<file path="src/rtl/pipeline_pkg.sv">
// Shared pipeline definitions: default widths, reset PC, NOP encoding and fetch FSM states.
package pipeline_pkg;

  localparam int unsigned DATA_WIDTH_DEF = 32;
  localparam logic [31:0] RESET_PC_DEF   = 32'h0000_0000;
  localparam logic [31:0] NOP_INSTR      = 32'h0000_0013;

  typedef enum logic [1:0] {
    BOOT,
    RUN,
    HOLD
  } fetch_state_t;

endpackage

</file>
<file path="src/rtl/fetch_hold_buf.sv">
// Single-entry instruction/PC holding register used while fetch is stalled.
module fetch_hold_buf
  import pipeline_pkg::*;
#(
  parameter int unsigned DATA_WIDTH = DATA_WIDTH_DEF
) (
  input  logic                  clk,
  input  logic                  rst,
  input  logic                  load,
  input  logic                  clear,
  input  logic                  d_valid,
  input  logic [DATA_WIDTH-1:0] d_instr,
  input  logic [DATA_WIDTH-1:0] d_pc,
  output logic                  valid,
  output logic [DATA_WIDTH-1:0] instr,
  output logic [DATA_WIDTH-1:0] pc
);

  always_ff @(posedge clk) begin
    if (rst || clear) begin
      valid <= 1'b0;
      instr <= '0;
      pc    <= '0;
    end else if (load) begin
      valid <= d_valid;
      instr <= d_instr;
      pc    <= d_pc;
    end
  end

endmodule

</file>
<file path="src/rtl/fetch_unit.sv">
// Instruction fetch stage with one-cycle memory latency, stall hold buffer and redirect.
// Optional performance counters enabled by defining FETCH_PERF_CNT_EN.
module fetch_unit
  import pipeline_pkg::*;
#(
  parameter int unsigned           DATA_WIDTH = DATA_WIDTH_DEF,
  parameter logic [DATA_WIDTH-1:0] RESET_PC   = DATA_WIDTH'(RESET_PC_DEF)
) (
  input  logic                  clk,
  input  logic                  rst,
  input  logic                  StallF,
  input  logic                  PCSrcE,
  input  logic [DATA_WIDTH-1:0] PCTargetE,
  output logic                  imem_req,
  output logic [DATA_WIDTH-1:0] imem_addr,
  input  logic [DATA_WIDTH-1:0] imem_rdata,
  output logic [DATA_WIDTH-1:0] InstrF,
  output logic [DATA_WIDTH-1:0] PCF,
  output logic [DATA_WIDTH-1:0] PCPlus4F,
  output logic                  ValidF,
  output logic                  MisalignF
`ifdef FETCH_PERF_CNT_EN
  ,
  output logic [DATA_WIDTH-1:0] FetchCntF,
  output logic [DATA_WIDTH-1:0] BubbleCntF
`endif
);

  localparam logic [DATA_WIDTH-1:0] PC_STEP = DATA_WIDTH'(4);
  localparam logic [DATA_WIDTH-1:0] NOP     = DATA_WIDTH'(NOP_INSTR);

  fetch_state_t          state_q, state_d;
  logic [DATA_WIDTH-1:0] pc_q;
  logic [DATA_WIDTH-1:0] resp_pc_q;
  logic                  resp_valid_q;
  logic                  misalign_q;

  logic                  hb_load, hb_clear, hb_valid;
  logic [DATA_WIDTH-1:0] hb_instr, hb_pc;

  logic                  sel_valid;
  logic [DATA_WIDTH-1:0] sel_instr, sel_pc;

  assign imem_req  = !StallF || PCSrcE;
  assign imem_addr = pc_q;

  always_comb begin
    state_d  = state_q;
    hb_load  = 1'b0;
    hb_clear = 1'b0;
    if (PCSrcE) begin
      state_d  = RUN;
      hb_clear = 1'b1;
    end else if (StallF) begin
      state_d = HOLD;
      // Capture only on entry; later stalled cycles must not see the bus.
      hb_load = (state_q != HOLD);
    end else begin
      state_d = RUN;
    end
  end

  always_ff @(posedge clk) begin
    if (rst) begin
      state_q      <= BOOT;
      pc_q         <= RESET_PC;
      resp_valid_q <= 1'b0;
      resp_pc_q    <= RESET_PC;
      misalign_q   <= 1'b0;
    end else begin
      state_q    <= state_d;
      misalign_q <= PCSrcE && (PCTargetE[1:0] != 2'b00);
      if (PCSrcE) begin
        pc_q         <= {PCTargetE[DATA_WIDTH-1:2], 2'b00};
        resp_valid_q <= 1'b0;
      end else if (!StallF) begin
        pc_q         <= pc_q + PC_STEP;
        resp_valid_q <= 1'b1;
        resp_pc_q    <= pc_q;
      end
    end
  end

  fetch_hold_buf #(
    .DATA_WIDTH(DATA_WIDTH)
  ) u_hold_buf (
    .clk    (clk),
    .rst    (rst),
    .load   (hb_load),
    .clear  (hb_clear),
    .d_valid(resp_valid_q),
    .d_instr(imem_rdata),
    .d_pc   (resp_pc_q),
    .valid  (hb_valid),
    .instr  (hb_instr),
    .pc     (hb_pc)
  );

  always_comb begin
    sel_valid = resp_valid_q;
    sel_instr = imem_rdata;
    sel_pc    = resp_pc_q;
    if (state_q == HOLD) begin
      sel_valid = hb_valid;
      sel_instr = hb_instr;
      sel_pc    = hb_pc;
    end
  end

  assign ValidF    = sel_valid;
  assign InstrF    = sel_valid ? sel_instr : NOP;
  assign PCF       = sel_pc;
  assign PCPlus4F  = sel_pc + PC_STEP;
  assign MisalignF = misalign_q;

`ifdef FETCH_PERF_CNT_EN
  localparam logic [DATA_WIDTH-1:0] CNT_ONE = DATA_WIDTH'(1);

  always_ff @(posedge clk) begin
    if (rst) begin
      FetchCntF  <= '0;
      BubbleCntF <= '0;
    end else if (ValidF) begin
      if (FetchCntF != '1) FetchCntF <= FetchCntF + CNT_ONE;
    end else begin
      if (BubbleCntF != '1) BubbleCntF <= BubbleCntF + CNT_ONE;
    end
  end
`endif

endmodule

</file>
<file path="config.mk">
export PLATFORM = sky130hd
export DESIGN_NAME = fetch_unit
export DESIGN_NICKNAME = d
export VERILOG_FILES = /design/src/rtl/pipeline_pkg.sv /design/src/rtl/fetch_hold_buf.sv /design/src/rtl/fetch_unit.sv
export SDC_FILE = /design/constraint.sdc
export NUM_CORES = 1
export LEC_CHECK = 0
export BUFFER_PORTS_ARGS = -buffer_cell sky130_fd_sc_hd__buf_2
export CAP_MARGIN = 20
export CORE_UTILIZATION = 40
export CTS_BUF_LIST = sky130_fd_sc_hd__clkbuf_8
export CTS_CLUSTER_DIAMETER = 80
export DETAILED_ROUTE_END_ITERATION = 8
export PLACE_DENSITY = 0.66
export SETUP_SLACK_MARGIN = 0.2
export SLEW_MARGIN = 25
export SYNTH_ARGS = -nofsm -noshare
export SYNTH_HDL_FRONTEND = slang
export SYNTH_SLANG_ARGS = --single-unit
</file>
<file path="constraint.sdc">
create_clock -name clk -period 8.84 [get_ports clk]
set_clock_uncertainty 0.2 [all_clocks]
set_input_delay 0.884 -clock clk [delete_from_list [all_inputs] [get_ports clk]]
set_output_delay 0.884 -clock clk [all_outputs]
set_load 0.1 [all_outputs]
</file>
==> results of run 1 <==
## sequential cells by signal, indices dropped and copies added, names as in the netlist
name / cells
u_hold_buf.valid: 1
MisalignF: 1
u_hold_buf.pc: 30
u_hold_buf.instr: 32
resp_pc_q: 30
state_q: 2
imem_addr: 30
resp_valid_q: 1
## final cells by class
cell class	count	area, um2
fill	1628	7930
sequential	127	2540
multi-input combinational	729	3810
clock inverter	14	193
clock buffer	18	248
tap	216	270
timing repair buffer	199	1010
inverter	13	48.8
## per-stage QoR
step                      instance area [um2]  utilization (%)  setup slack (ns)
after floorplan                          6670                -              1.41
after global placement                   7690             47.9              4.61
after detailed placement                 7690             47.9              4.59
after CTS                                8130             50.6              4.09
after global routing                     8130             50.6              3.76
final                                    8130             50.6              4.11
## per-layer routing
layer | up-vias | track usage (%) | routed length (um)
met5 | - | 0 | 0
met4 | 0 | 5.88 | 186
met3 | 16 | 6.03 | 1190
met2 | 189 | 34.6 | 8620
met1 | 3060 | 29.8 | 8960
li1 | 3376 | - | -
## power groups by stage
stage               clock (mW)  sequential (mW)  combinational (mW)
floorplan                    0            0.677               0.175
global placement             0            0.622               0.286
detailed placement           0            0.622               0.286
CTS                      0.566            0.609               0.287
global route             0.590            0.612               0.302
finish                   0.556            0.609               0.286
## tightest hold or removal path: cells and delay by family (launching register included)
family	cells	cell delay, ns
AO/OA/AOI/OAI	1	0.05
flip-flops	1	0.31
AND/OR/NAND/NOR	1	0.05
## placed cells by master, fill, tap and decap left out, types with 2 or more instances in the layout
cell type,n
or2_2,2
nand4_1,10
nand2_1,344
nor3_2,2
mux2_2,5
and2_1,2
nand3b_1,5
a21oi_1,138
a31oi_1,5
nand4b_1,2
conb_1,6
dfxtp_1,127
clkinv_4,3
and3_1,18
mux2i_4,3
nor4_4,2
nor4_1,2
nand3_1,21
buf_2,192
inv_1,13
a211oi_1,5
or3_1,2
mux2i_1,22
bufinv_16,4
ha_1,2
and4_1,3
nor3_1,8
nor2_1,45
o21ai_0,2
o31a_1,3
clkbuf_8,18
nand2b_1,2
xor2_1,13
xnor2_1,35
clkinvlp_4,5
buf_4,7
## worst paths after layout
kind	start	end	slack (ns)	cells after the start
hold / removal	u_hold_buf.instr[0]$_SDFFE_PP0P_	u_hold_buf.instr[0]$_SDFFE_PP0P_	0.25	2
hold reg to reg	u_hold_buf.instr[0]$_SDFFE_PP0P_	u_hold_buf.instr[0]$_SDFFE_PP0P_	0.25	2
setup / recovery	state_q[0]$_SDFF_PP0_	PCPlus4F[22]	4.11	9
setup reg to reg	state_q[0]$_SDFF_PP0_	u_hold_buf.pc[27]$_SDFFE_PP0P_	6.24	5
## logic make-up (layout without fill, tap and decap cells)
family	count (synthesis)	after routing	share of synthesized area, %
AO/OA/AOI/OAI	161	161	13.1
XOR/XNOR	48	48	6.32
adder cells (fa/ha/maj)	2	2	0.376
buffers and inverters	76	244	5.00
flip-flops	127	127	38.2
multiplexers	31	31	5.38
other	1	6	0.0563
AND/OR/NAND/NOR	481	481	31.6
==> summary.txt, run 1 <==
Run status
  – Status: finished clean

Timing
  – Relative slew margins: between 30% and 40%
  – Setup violations, final: 0
  – Fin crit period: 4.73 ns
  – RSZ-0062 raised after global routing: no
  – Fmax: 0.212 GHz
  – Hold WS: about 0.25 ns
  – Final period util: 53.5%
  – Setup tns final: 0 ns
  – Final Hold Viols: 0
  – Slew @ Worst Pin: 0.951 ns
  – Max Slew Vio Count: 0

Route
  – Drt first pass iters: 5
  – DRT iter0 DRCs: 501
  – Avg WL per Cell: around 14 um
  – Vias per cell: 5.05
  – Post-Route WL: 19000 um
  – DRC viols: 0
  – DR vias: 6641
  – Final ANT Viol Nets: 0

Synth
  – Warnings, synthesis: 0
  – Top post-synthesis cells by area: dfxtp_1, nand2_1, a21oi_1
  – Asr flop ratio synth: 0%
  – Post-synth EDFFs: 0
  – Yosys cell types: 52
  – Post-synth top area share: 38.2%
  – Top cells by count, synth: nand2_1, a21oi_1, dfxtp_1, clkbuf_1, nor2_1
  – Sequential share of the synthesized area: 38.2%
  – Yosys top cell by area: dfxtp_1
  – Cell Area, Synth: 6660 um2
  – Synth Instances: between 900 and 1000
  – Most used flip-flop cell after synthesis: dfxtp_1
  – Yosys reg bits: 127
  – Mean post-synth cell area: 7.18 um2
  – Most frequent cell after synthesis: nand2_1

Setup path
  – Critical path buffers and inverters: 2
  – Crit-path max FO: 74
  – CP required: 7.76 ns
  – CP max stage cell: nand2b_4
  – Startpoint Class: flip-flop
  – Crit path max-delay family: simple AND/OR/NAND/NOR gates
  – CP Class: reg -> out
  – Crit path capture type: primary output
  – Worst Path Arrival: 3.64 ns
  – Cell Chain, Critical Path: nand2b_4 > mux2i_1 > inv_1 > ha_1 > nand4_1 > nor4b_1 > nand2_1 > xnor2_1 > buf_2
  – Crit path largest cell delay: 0.74 ns

Clocking
  – CTS Hold Bufs: 0
  – Number of CTS-inserted buffers: 17
  – Maximum root-to-sink buffer count: 2
  – PostCTS Resize Cnt: 0
  – Clock transition at path regs: 0.07 ns
  – Buffer count from post-CTS setup fixing: 0
  – Clock sinks: roughly 130
  – H-tree Lvls: 4
  – CTS tree: done
  – Skew-Pair Late Insertion Delay: approximately 0.45 ns
  – Clock root buffer: clkbuf_8

Placed design
  – RD Place Congestion: between 0.8 and 0.9
  – Input/output buffers: 192
  – DP HPWL: 13300 um
  – Placed insts: roughly 1300

Pwr
  – Net Switching: roughly 0.5 mW
  – Pwr per Cell Area: 179 nW/um2
  – Flop pwr share: approximately two fifths
  – Power, Total: roughly 1.5 mW
  – Combinational fraction of design power: approximately a fifth
  – Internal: between 0.9 and 1 mW
  – Clk pwr share: 38.3%
  – Max VDD drop: 0.0892 mV
  – Static Leak: between 3 and 4 nW
  – Sw frac: 34.3%

Global route
  – Initial antenna violation count: 0
  – First-pass GRT wire length: 29400 um
  – Total gr overflow: 0
  – GRT Overall Usage: between 20% and 30%
  – Largest net degree at the start of global routing: 75
  – Vias in the first global route: 5616

Floorplan
  – Die height: between 100 and 150 um
  – Initial Utilization: between 40 and 50%
  – # IOs: 199
  – DIE WIDTH: roughly 130 um
  – Row cnt: 46
  – Die area: 17200 um2
  – Core area: 16100 um2

Finish
  – Fraction of layout cells with a size suffix above 1: between 20% and 30%
  – Ant. Diodes: 0
  – Fin cells: 1316
  – Final net count: 1157
  – Area delta synth->final: 22.1%

Job
  – Max_cap viols: 0

Min path
  – Worst Hold Class: reg -> reg
No activity file was read; power rests on OpenSTA's default activity.
==> inputs of run 2 (changes only) <==
- ABC_AREA: default -> 1
- PLACE_DENSITY: 0.66 -> 0.64
- clock period: 8.84 -> 4.87 ns (I/O delays scaled with it)
==> summary.txt, run 2 <==
Route
  – Post-Route WL: 24100 um
  – DR vias: approximately 8500
  – Final ANT Viol Nets: 0
  – Vias per cell: 5.02
  – DRC viols: 0
  – Drt first pass iters: 5
  – Avg WL per Cell: between 10 and 15 um
  – DRT iter0 DRCs: 662

Pwr
  – Max VDD drop: 0.201 mV
  – Pwr per Cell Area: 339 nW/um2
  – Power, Total: 3.12 mW
  – Static Leak: 4.67 nW

Run status
  – Status: finished clean

Placed design
  – RD Place Congestion: a little under 1
  – DP HPWL: between 15000 and 20000 um
  – Placed insts: 1672
  – Placed cell area: 8680 um2
  – Post-Place Setup Slack: 1.00 ns
  – Input/output buffers: 192

Timing
  – Max Slew Vio Count: 0
  – Setup violations, final: 0
  – Final Hold Viols: 0
  – RSZ-0062 raised after global routing: no
  – Relative slew margins: 36.7%
  – Worst Setup Slack, final: about 0.63 ns
  – Slew @ Worst Pin: 0.950 ns
  – Hold WS: 0.0906 ns
  – Setup tns final: 0 ns
  – Fin crit period: 4.24 ns
  – Fmax: 0.236 GHz
  – Final period util: 87.1%

Synth
  – Post-synth EDFFs: 0
  – Yosys reg bits: approximately 130
  – Yosys cell types: 36
  – Post-synth top area share: 33.4%
  – Asr flop ratio synth: 0%
  – Mean post-synth cell area: 5.87 um2
  – Most used flip-flop cell after synthesis: dfxtp_1
  – Top post-synthesis cells by area: dfxtp_1, nand2_1, inv_1
  – Sequential share of the synthesized area: 33.4%
  – Top cells by count, synth: nand2_1, inv_1, nor2_1, dfxtp_1, nand3_1
  – Yosys top cell by area: dfxtp_1
  – Most frequent cell after synthesis: nand2_1
  – Synth Instances: 1299
  – Warnings, synthesis: 0
  – Cell Area, Synth: 7620 um2

Clocking
  – Skew-Pair Late Insertion Delay: 0.45 ns
  – H-tree Lvls: 4
  – Number of CTS-inserted buffers: 17
  – Maximum root-to-sink buffer count: 2
  – Clock transition at path regs: approximately 0.08 ns
  – Buffer count from post-CTS setup fixing: 0
  – Clock sinks: 127
  – Clock root buffer: clkbuf_8
  – CTS tree: done
  – CTS Hold Bufs: 0

Finish
  – Final Util: 49.2%
  – Final net count: 1527
  – Design area: 9210 um2
  – Commonest non-fill, non-tap cell in the layout: nand2_1
  – Fin cells: 1704
  – Area delta synth->final: 20.8%
  – Largest reg by FF count: u_hold_buf.instr
  – Fraction of layout cells with a size suffix above 1: 17.6%
  – Max reg flops: 32
  – Most frequent cells in the layout: nand2_1, buf_2, inv_1, nor2_1, dfxtp_1
  – Ant. Diodes: 0

Min path
  – Worst Hold Class: in -> reg
  – Worst Hold Path Cells: 3

Floorplan
  – Initial Utilization: ~41%
  – # IOs: approximately 200
  – Core area: between 15000 and 20000 um2
  – Die area: 19600 um2
  – Die height: 140 um
  – Row cnt: 50
  – DIE WIDTH: about 140 um

Setup path
  – R2R depth: 8
  – Crit path capture type: primary output
  – CP Class: reg -> out
  – CP max stage cell: inv_2
  – Startpoint Class: flip-flop
  – Crit path largest cell delay: 0.49 ns
  – CP required: between 4 and 5 ns
  – Cell Chain, Critical Path: inv_2 > nand2_8 > o21ai_2 > ha_1 > nand3_1 > inv_2 > nand2_1 > nor2_2 > nand3_1 > nand2_1 > buf_2
  – Crit-path max FO: 54
  – Worst Path Arrival: approximately 3.6 ns

Global route
  – Total gr overflow: 0
  – Vias in the first global route: ~7400
  – First-pass GRT wire length: 38500 um
  – GRT Overall Usage: 24.7%
  – Initial antenna violation count: 0
  – Largest net degree at the start of global routing: between 70 and 80

Job
  – Max_cap viols: 0
[run 2: cell types whose count changed after synthesis, sizes merged, moves of 5 or more]
cell,previous run,this run
nand3,22,101
a22o,0,5
and3,18,0
mux2,5,0
inv,13,155
mux2i,26,0
nor2,46,152
a21oi,139,67
a211oi,5,17
o21ai,2,53
nand2,345,496
buf,15,33
xnor2,35,5
clkbuf,48,35
[run 2: final cells by class]
type / instances / area (um2)
inverter: 156 / 586
sequential: 127 / 2540
clock buffer: 18 / 248
clock inverter: 14 / 270
timing repair buffer: 202 / 1040
multi-input combinational: 953 / 4230
tap: 234 / 293
fill: 1956 / 9500
[run 2: critical path, delay by kind of cell, from the launching register on]
family	cells	cell delay, ns
AO/OA/AOI/OAI	1	0.32
adder cells (fa/ha/maj)	1	0.29
buffers and inverters	3	1.02
flip-flops	1	0.33
AND/OR/NAND/NOR	6	1.11
[run 2: kinds of logic (layout without fill, tap and decap cells)]
logic type      after synthesis  in the layout  synth area share (%)
buf+inv                     224            390                  11.9
fa+ha+maj                     2              2                 0.328
simple gates                777            777                  41.3
flops                       127            127                  33.4
compound gates              153            153                  11.3
other cells                   1              6                0.0492
xor+xnor                     15             15                  1.72
[run 2: final timing paths]
check | from | to | slack (ns)
worst max-delay path | state_q[0]$_SDFF_PP0_ | PCPlus4F[28] | 0.63
worst min-delay path | imem_rdata[0] | u_hold_buf.instr[0]$_SDFFE_PP0P_ | 0.09
worst max register to register | state_q[1]$_SDFF_PP0_ | u_hold_buf.pc[14]$_SDFFE_PP0P_ | 1.92
worst min register to register | u_hold_buf.instr[29]$_SDFFE_PP0P_ | u_hold_buf.instr[29]$_SDFFE_PP0P_ | 0.26
[run 2: report_power, final]
group | switching (mW) | internal [mW]
logic | 0.666 | 0.134
clock network | 0.429 | 0.771
registers | 0.0414 | 1.08
total | 1.14 | 1.99
[run 2: per-layer routing]
metal	up-vias	global-route usage, %	part of all wire [%]
met4	0	6.71	1.2
met5	-	0	0
li1	4367	-	-
met1	3837	35.6	49
met3	31	4.27	6.6
met2	313	37.6	43
[run 2: repair_timing]
action | CTS | global route
resized for setup | 0 | 1
hold endpoints to repair | 0 | 0
setup endpoints to repair | 0 | 1
==> inputs of run 3 (changes only) <==
- PLACE_DENSITY: 0.64 -> default
- clock period: 4.87 -> 5 ns (I/O delays scaled with it)
==> summary.txt, run 3 (same netlist as run 2, synthesis figures left out) <==
Run status
  – Status: complete, but fails checks
  – Failing checks: design-rule violations

Finish
  – Final net count: around 1500
  – Fraction of layout cells with a size suffix above 1: 17.3%
  – Area delta synth->final: 18.4%
  – Most frequent cells in the layout: nand2_1, buf_2, inv_1, nor2_1, dfxtp_1
  – Commonest non-fill, non-tap cell in the layout: nand2_1
  – Ant. Diodes: 0
  – Largest reg by FF count: u_hold_buf.instr
  – Fin cells: 1704
  – FILL cells: 2056
  – Final Util: 48.3%
  – Max reg flops: 32

Global route
  – Initial antenna violation count: 0
  – Vias in the first global route: 7562
  – First-pass GRT wire length: 39100 um
  – Largest net degree at the start of global routing: 75
  – GRT Overall Usage: roughly a quarter
  – Total gr overflow: 0

Clocking
  – H-tree Lvls: 4
  – PostCTS Resize Cnt: 0
  – CTS Hold Bufs: 0
  – Clock root buffer: clkbuf_8
  – CTS tree: done
  – Maximum root-to-sink buffer count: 2
  – Number of CTS-inserted buffers: 17
  – Skew-Pair Late Insertion Delay: 0.46 ns
  – Clock transition at path regs: around 0.070 ns
  – Buffer count from post-CTS setup fixing: 0
  – Clock sinks: between 100 and 150

Setup path
  – Crit-path max FO: 35
  – R2R depth: 8
  – Crit path capture type: primary output
  – Critical path buffers and inverters: 3
  – Reg2reg start: state_q[1]$_SDFF_PP0_
  – Crit path largest cell delay: 0.45 ns
  – CP Class: reg -> out
  – Worst Path Arrival: 3.46 ns
  – R2R Setup Slk: ~2.3 ns
  – Cell Chain, Critical Path: inv_2 > nand2_4 > o21ai_2 > ha_1 > nand3_1 > inv_2 > nand2_1 > nor2_2 > xor2_1 > buf_2
  – CP required: 4.30 ns
  – Worst reg2reg endpoint: u_hold_buf.pc[16]$_SDFFE_PP0P_
  – Crit path max-delay family: buffers and inverters
  – Startpoint Class: flip-flop
  – Crit path from: state_q[0]$_SDFF_PP0_
  – CP max stage cell: buf_2
  – CP most frequent cell: inv_2

Floorplan
  – # IOs: 199
  – DIE WIDTH: between 100 and 150 um
  – Row cnt: 50
  – Die area: 19600 um2
  – Die height: 140 um
  – Core area: 18700 um2
  – Initial Utilization: 40.7%

Route
  – DRC viols: 1
  – DRT iter0 DRCs: 561
  – Drt first pass iters: 7
  – Avg WL per Cell: 14.2 um
  – DR vias: about 8400
  – Final ANT Viol Nets: 0
  – Post-Route WL: ~24000 um
  – Vias per cell: roughly 5

Min path
  – Hold EP: MisalignF$_SDFF_PP0_
  – Worst Hold Path Cells: 3
  – Worst Hold Class: in -> reg
  – Hold wc startpoint: PCTargetE[0]

Pwr
  – Max VDD drop: between 0.15 and 0.2 mV
  – Static Leak: about 4.6 nW
  – Pwr per Cell Area: roughly 300 nW/um2

Timing
  – Setup violations, final: 0
  – Fmax: around 0.24 GHz
  – Max Slew Vio Count: 0
  – Final Hold Viols: 0
  – Setup tns final: 0 ns
  – Relative slew margins: about 36%
  – Final period util: just over 80%
  – Slew @ Worst Pin: 0.952 ns
  – Fin crit period: 4.16 ns
  – RSZ-0062 raised after global routing: no

Placed design
  – DP HPWL: 17400 um
  – Placed insts: 1673
  – RD Place Congestion: slightly above 0.9
  – Input/output buffers: 192

Job
  – Max_cap viols: 0
## run 3: cell count changes in the layout (fill, tap and decap cells not counted), moves of 2 or more
cell,before,now
xor2_2,3,0
xor2_1,7,10
clkbuf_8,18,21
bufinv_16,8,1
clkinv_2,2,4
## run 3: worst min-delay path: stages
cell    delay [ns]
buf_2         0.09
nor2_1        0.07
nor3_1        0.04
## run 3: worst max-delay path by stage
| stage | endpoint | cells past startpoint |
|---|---|---|
| after floorplan | PCPlus4F[12] | 11 |
| after global placement | PCPlus4F[12] | 10 |
| after detailed placement | PCPlus4F[18] | 11 |
| after CTS | PCPlus4F[18] | 11 |
| after global routing | PCPlus4F[28] | 11 |
| final | PCPlus4F[12] | 10 |
## run 3: area by class of cell
type                            count  area (um2)  area share [%]
Tap cell                          234         293            3.24
Sequential cell                   127        2540            28.2
Multi-Input combinational cell    953        4200            46.5
Inverter                          156         586            6.49
Timing Repair Buffer              203        1040            11.6
Clock buffer                       21         289            3.20
Clock inverter                     10        72.6           0.804
## run 3: stage by stage
step	setup WS [ns]	area [um2]	hold WS, ns	total power [mW]
6_report	0.844	9030	0.104	2.70
5_1_grt	0.556	9030	0.0865	2.81
4_1_cts	0.814	9030	0.0784	2.72
3_5_place_dp	1.32	8660	0.252	1.89
3_3_place_gp	1.32	8660	0.248	1.89
2_1_floorplan	0.303	7640	0.229	1.74
## run 3: routing by layer
layer	global-route usage [%]	wire, um
met4	6.59	211
met2	40.4	10600
met1	35.4	12000
met3	3.86	1450
met5	0	0
## run 3: power breakdown
group	total, mW	leakage (nW)	internal (mW)	switching [mW]
Sequential	1.10	1.04	1.05	0.0421
Combinational	0.773	3.37	0.130	0.643
Clock	0.828	0.202	0.432	0.396
